`src/rtl/adder16_rr_sched.sv`:
```
// Round-robin front end for a shared two-stage registered adder.
// Stage 1 launches the granted operands, stage 2 captures sum/carry and drives the response port.
module adder16_rr_sched #(
  parameter int NUM_REQ = 4,
  parameter int WIDTH   = 16,
  parameter int ID_W    = 2
) (
  input  logic                     clk,
  input  logic                     rst_n,
  input  logic [NUM_REQ-1:0]       req_valid,
  output logic [NUM_REQ-1:0]       req_ready,
  input  logic [NUM_REQ*WIDTH-1:0] req_a,
  input  logic [NUM_REQ*WIDTH-1:0] req_b,
  output logic                     rsp_valid,
  input  logic                     rsp_ready,
  output logic [ID_W-1:0]          rsp_id,
  output logic [WIDTH-1:0]         rsp_sum,
  output logic                     rsp_carry,
  output logic                     busy
);

  localparam int PTR_W = $clog2(NUM_REQ);

  logic [PTR_W-1:0]   ptr_reg, ptr_next;
  logic               s1_valid_reg;
  logic [WIDTH-1:0]   s1_a_reg, s1_b_reg;
  logic [ID_W-1:0]    s1_id_reg;
  logic               s2_valid_reg;
  logic [WIDTH-1:0]   s2_sum_reg;
  logic               s2_carry_reg;
  logic [ID_W-1:0]    s2_id_reg;

  logic               adv1, adv2, fire;
  logic [NUM_REQ-1:0] hi_mask, req_hi, req_pick, grant;
  logic [PTR_W-1:0]   grant_idx;
  logic [WIDTH-1:0]   sel_a, sel_b;
  logic [WIDTH:0]     sum_full;

  assign adv2 = !s2_valid_reg || rsp_ready;
  assign adv1 = !s1_valid_reg || adv2;

  // Requesters at or above the pointer win first; otherwise fall back to the full set (wrap).
  generate
    for (genvar gi = 0; gi < NUM_REQ; gi++) begin : g_mask
      assign hi_mask[gi] = (PTR_W'(gi) >= ptr_reg);
    end
  endgenerate

  assign req_hi   = req_valid & hi_mask;
  assign req_pick = (|req_hi) ? req_hi : req_valid;
  assign grant    = req_pick & ((~req_pick) + NUM_REQ'(1));
  assign fire     = (|req_valid) && adv1 && rst_n;
  assign req_ready = grant & {NUM_REQ{fire}};

  always_comb begin
    grant_idx = '0;
    sel_a     = '0;
    sel_b     = '0;
    for (int i = 0; i < NUM_REQ; i++) begin
      if (grant[i]) begin
        grant_idx = PTR_W'(i);
        sel_a     = req_a[i*WIDTH +: WIDTH];
        sel_b     = req_b[i*WIDTH +: WIDTH];
      end
    end
  end

  always_comb begin
    ptr_next = ptr_reg;
    if (fire) begin
      ptr_next = (grant_idx == PTR_W'(NUM_REQ-1)) ? '0 : grant_idx + PTR_W'(1);
    end
  end

  assign sum_full = {1'b0, s1_a_reg} + {1'b0, s1_b_reg};

  always_ff @(posedge clk or negedge rst_n) begin
    if (!rst_n) begin
      ptr_reg      <= '0;
      s1_valid_reg <= 1'b0;
      s1_a_reg     <= '0;
      s1_b_reg     <= '0;
      s1_id_reg    <= '0;
      s2_valid_reg <= 1'b0;
      s2_sum_reg   <= '0;
      s2_carry_reg <= 1'b0;
      s2_id_reg    <= '0;
    end else begin
      ptr_reg <= ptr_next;
      if (adv2) begin
        s2_valid_reg <= s1_valid_reg;
        s2_sum_reg   <= sum_full[WIDTH-1:0];
        s2_carry_reg <= sum_full[WIDTH];
        s2_id_reg    <= s1_id_reg;
      end
      if (adv1) begin
        s1_valid_reg <= fire;
        if (fire) begin
          s1_a_reg  <= sel_a;
          s1_b_reg  <= sel_b;
          s1_id_reg <= ID_W'(grant_idx);
        end
      end
    end
  end

  assign rsp_valid = s2_valid_reg;
  assign rsp_id    = s2_id_reg;
  assign rsp_sum   = s2_sum_reg;
  assign rsp_carry = s2_carry_reg;
  assign busy      = s1_valid_reg | s2_valid_reg;

endmodule

```
`config.mk`:
```
export PLATFORM = sky130hd
export DESIGN_NAME = adder16_rr_sched
export DESIGN_NICKNAME = d
export VERILOG_FILES = /design/src/rtl/adder16_rr_sched.sv
export SDC_FILE = /design/constraint.sdc
export NUM_CORES = 1
export LEC_CHECK = 0
export ABC_AREA = 1
export CAP_MARGIN = 20
export CORE_UTILIZATION = 49
export DETAILED_ROUTE_END_ITERATION = 10
export PLACE_DENSITY = 0.95
export SYNTH_ARGS = -nofsm -noshare
export SYNTH_HDL_FRONTEND = slang
export SYNTH_SLANG_ARGS = --single-unit
```
`constraint.sdc`:
```
create_clock -name clk -period 3.85 [get_ports clk]
set_clock_uncertainty 0.2 [all_clocks]
set_input_delay 0.9625 -clock clk [delete_from_list [all_inputs] [get_ports clk]]
set_output_delay 0.9625 -clock clk [all_outputs]
set_load 0.1 [all_outputs]
```
### After elaboration in Yosys (flattened, before gate mapping)

Index checks and enable logic that the tools add are counted.

| word-level totals | value |
|---|---|
| register bits | 57 |
| input bits | 135 |
| output and inout bits | 25 |
| word-level logic and storage cells | 44 |

| cells by class | value |
|---|---|
| equal/unequal tests | 1 |
| magnitude comparators | 4 |
| reduce and logical (&&, ||, !) cells | 9 |
| add/subtract/negate cells | 3 |
| bitwise operators | 5 |
| multiplexer cells | 13 |

Operator list:

| kind | number |
|---|---|
| 2-to-1 mux 16 bit | 8 |
| adder 16 x 16 -> 17 bit | 1 |
| AND 4 bit | 3 |
| OR reduction 4 bit | 2 |
| 2-to-1 mux 2 bit | 3 |
| adder 4 x 1 -> 4 bit (second input constant) | 1 |
| >= comparator 1 x 2 -> 1 bit (first input constant) | 2 |
| >= comparator 2 bit (first input constant) | 2 |
| 2-to-1 mux 4 bit | 1 |
| NOT 4 bit | 1 |
| adder 2 x 1 -> 2 bit (second input constant) | 1 |
| equality test 2 bit (second input constant) | 1 |
| logical AND 1 bit | 2 |
| zero test 1 bit | 2 |
| logical OR 1 bit | 2 |
| AND reduction 2 bit | 1 |
| 2-to-1 mux 1 bit | 1 |
| OR 1 bit | 1 |

### Longest topological paths before layout

| depth | value |
|---|---|
| depth in word-level cells | 12 |
| gate-level depth with buffers | 12 |
| mapped depth without buffers | 11 |

### Worst setup path after synthesis

OpenSTA, ideal clock, no wires.

| timing | value |
|---|---|
| path kind | in2out |
| start point | in rsp_ready |
| end point | out req_ready[0] |
| data arrival time | 3.000 ns |
| path buffers | 2 |
| path slack | -0.313 ns |
| stages on the path | 7 |
| required time | 2.688 ns |
| cells stage by stage | or2_1 -> buf_4 -> nor2_2 -> nor2_4 -> inv_2 -> buf_2 -> nor2_1 |

| between the ends | value |
|---|---|
| word-level cells in the longest chain between the ends | 5 |

Ends and longest elaborated chain:

| element | RTL line | RTL |
|---|---|---|
| start, declared | 15 | `input logic rsp_ready,` |
| logical OR 1 bit | 39 | `assign adv2 = !s2_valid_reg \|\| rsp_ready;` |
| logical OR 1 bit | 40 | `assign adv1 = !s1_valid_reg \|\| adv2;` |
| logical AND 1 bit (2 in a row) | 52 | `assign fire = (\|req_valid) && adv1 && rst_n;` |
| AND 4 bit | 53 | `assign req_ready = grant & {NUM_REQ{fire}};` |
| end, declared | 11 | `output logic [NUM_REQ-1:0] req_ready,` |

Every way passes these cells.

### Worst setup path after layout

| timing | value |
|---|---|
| start point | in req_valid[1] |
| end point | out req_ready[2] |

| between the ends | value |
|---|---|
| word-level cells in the longest chain between the ends | 7 |
| elaborated cells on any way between the ends | 10 |
| classes of those cells | add/sub: 1; mux: 1; bitwise: 4; reduce/logical: 4 |

Ends and longest elaborated chain:

| element | RTL line | RTL |
|---|---|---|
| start, declared | 10 | `input logic [NUM_REQ-1:0] req_valid,` |
| AND 4 bit | 49 | `assign req_hi = req_valid & hi_mask;` |
| OR reduction 4 bit | 50 | `assign req_pick = (\|req_hi) ? req_hi : req_valid;` |
| 2-to-1 mux 4 bit | 50 |  |
| NOT 4 bit | 51 | `assign grant = req_pick & ((~req_pick) + NUM_REQ'(1));` |
| adder 4 x 1 -> 4 bit | 51 |  |
| AND 4 bit | 51 |  |
| AND 4 bit * | 53 |  |

Mark *: on every way between the ends. The rest lies on a longest branch, timed or not.

==> summary.txt <==
Detailed routing
  • Drt wl/cell: between 10 and 15 um
  • Total Wirelength: about 12 mm
  • Routed via count: between 4k and 5k
  • DR iter-0 viols: approximately 210
  • Drc violations: 0
  • Via density: just under 5
  • Antenna Violating Nets Remaining: 0
  • Drt first pass iters: 5

Synth
  • Post-synth EDFFs: 0
  • Post-synthesis xor/xnor area fraction: less than 1%
  • #FFs+latches synth: 57
  • Syn Nets: approximately 850
  • Mapped Area: 0.00436 mm^2
  • Compound-Gate Fraction of Synth Area: under 10%
  • Simple-gate share of the synthesized area: roughly 44%
  • Top post-synthesis cells by area: dfrtp_1, nand2_1, nor2_1
  • Seq/Total Area, Yosys: 32.7%
  • Area leader, netlist: dfrtp_1
  • Ys async rst share: between 90% and 100%
  • Gate count after technology mapping: between 600 and 700
  • Synth unique cells: 33
  • Post-synthesis mux area share: 0%
  • Synth Area in Adders: under 10%
  • Most used DFF post-synth: dfrtp_1
  • Top cell type's share of synthesized area: approximately a third
  • Main combinational cell family by area after synthesis: simple AND/OR/NAND/NOR gates
  • Yosys warnings: 0
  • Syn avg cell area: 6.27 um^2

Layout
  • Layout cell share with drive strength beyond 1: ~7.9%
  • Antenna fix cells: 0
  • Finished Cell Area: about 0.0062 mm^2
  • NumNets Final: approximately 1000
  • Layout area overhead: 41.1%

STA
  • Final hold viol count: 0
  • Max Clock Freq: between 200 and 300 MHz
  • Slew headroom: between 50% and 60%
  • Setup_tns: 0 ps
  • Slew Viols, Final: 0
  • Final Cycle Share: 97.0%
  • Final setup violation count: 0
  • Worst Tran Pin Value: roughly 710 ps
  • Fin crit period: approximately 3700 ps
  • Unrepaired setup endpoints after global routing: false

Clock network
  • Cts hold-fix bufs: 0
  • CTS Root Cell: clkbuf_8
  • # resized after CTS: 0
  • H-tree depth: 3
  • Clk Latency, worst-skew pair: approximately 340 ps
  • CTS buffer count: 9
  • Clock Tree Buf Depth: 2
  • CTS tree: built
  • Setup repair bufs after CTS: 0
  • Clock sink total: 57
  • CTS clock-pin slew for the worst setup and hold paths: 60 ps

Power and ir drop
  • Switching power: 2.12 mW
  • Leakage Power: 3.38 nW
  • PwrDens: between 600 and 700 mW/mm^2
  • Reg power frac: between 20% and 30%
  • Clock share of power: 13.9%
  • Combinational group share of total power: between 60% and 70%
  • P_int: 1.98 mW
  • Net switching fraction of the power: approximately 52%
  • Peak supply drop: 0.492 mV

Global routing
  • Gr usage total: between 20% and 30%
  • Overflow left after global routing: 0
  • Initial antenna violation count: 0
  • Global-route wire length before repair: just under 20 mm
  • Largest net degree at the start of global routing: a little under 60
  • Vias in the first global route: approximately 4.4k

Worst setup path
  • Required time of the critical path: around 2700 ps
  • Crit Path Max Fanout: 9
  • WP data arrival: around 2600 ps
  • CP Capture Type: primary output
  • Critical path class: in2out
  • Worst setup SP type: primary input

Placed design
  • Gpl congestion: about 0.9
  • Placement Cell Area: 0.00596 mm^2
  • Final HPWL DP: roughly 9.5 mm
  • Port-buffer cells: around 160

Floorplanning
  • Chip width: between 90 and 100 um
  • IO Pins: 160
  • Rows: 34
  • Die height: approximately 96 um
  • Initial Util: about 50%
  • Die area: roughly 0.0093 mm^2
  • Core Footprint: between 0.008 and 0.009 mm^2

Job
  • Total of max-cap violations: 0

Outcome
  • Status: finished, final reports clean

Min path
  • Hold Crit Class: reg2reg
[synthesized netlist by cell type, types with 2 or more instances]
cell and n:
nand4_1 2, or2_2 3, o21ai_0 16, o21a_1 2, buf_4 7, buf_2 13, nand3_1 85, clkbuf_1 3
xnor2_1 3, inv_1 85, dfrtp_1 57, nand3_2 2, nand3b_1 5, ha_1 16, buf_6 7, inv_2 2
nor2_1 146, nand2_2 3, nand2_1 206, a21oi_1 20
[critical path: stages]
cell and delay (ps):
clkdlybuf4s50_1 570, nor2_1 80, nand3_1 90, nand2_1 110, nor2_4 270, nand4_1 180, inv_1 130, buf_12 180
[metrics by stage]
stage	util [%]	std cells	total power [mW]	worst slack, ps	hold slack (ps)
finish	71.0	959	4.10	117	276
global route	71.0	959	4.41	22.1	310
CTS	71.0	959	4.10	134	279
detailed placement	68.7	944	3.52	145	263
global placement	68.7	944	3.47	160	258
floorplan	-	696	2.88	147	251
[final cells by class]
class	count	area, um^2
Clock inverter	3	40.0
Clock buffer	12	155
Tap cell	108	135
Fill cell	772	2520
Sequential cell	57	1430
Multi-Input combinational cell	522	2410
Inverter	87	327
Timing Repair Buffer	170	1670
[worst paths after layout]
path,from,to,slack [ps],depth (start not counted)
max in group asynchronous,rst_n,s1_b_reg[13],2380,2
worst max register to register,s1_b_reg[0],rsp_sum[12],1610,9
min in group asynchronous,rst_n,s1_a_reg[13],590,2
worst min-delay path,rsp_sum[0],rsp_sum[0],280,2
worst min register to register,rsp_sum[0],rsp_sum[0],280,2
worst max-delay path,req_valid[1],req_ready[2],120,8
[power groups by stage]
stage,registers (mW),logic (mW),clock network (mW)
after floorplan,1.64,1.23,0
after global placement,1.01,2.46,0
after detailed placement,1.01,2.51,0
after CTS,1.01,2.52,0.570
after global routing,1.03,2.78,0.600
final,1.01,2.52,0.570
[metal layers]
layer	track usage [%]	share of wire, %	wire (um)
met1	36.1	43	5320
met2	47.2	49	6000
met3	4.93	6.2	766
met4	10.7	2.1	263
met5	0	0	0
[cells by family (layout without fill, tap and decap cells)]
logic type               count (synthesis)  count (layout)
flip-flops                              57              57
XOR/XNOR                                 4               4
AND/OR/NAND/NOR                        457             457
AO/OA/AOI/OAI                           44              44
buffers and inverters                  117             272
adder cells (fa/ha/maj)                 17              17
[placed cells by master (no fill, tap or decap), types with 3 or more instances in the layout]
| cell | instances |
|---|---|
| clkbuf_8 | 11 |
| or2_2 | 3 |
| nor2_1 | 145 |
| nand3_1 | 85 |
| ha_1 | 16 |
| buf_4 | 31 |
| nand2_2 | 3 |
| o21ai_0 | 16 |
| nand3b_1 | 5 |
| buf_12 | 5 |
| dfrtp_1 | 57 |
| clkdlybuf4s50_1 | 133 |
| xnor2_1 | 3 |
| inv_1 | 85 |
| nand2_1 | 206 |
| a21oi_1 | 20 |
No activity file was read; power rests on OpenSTA's default activity.
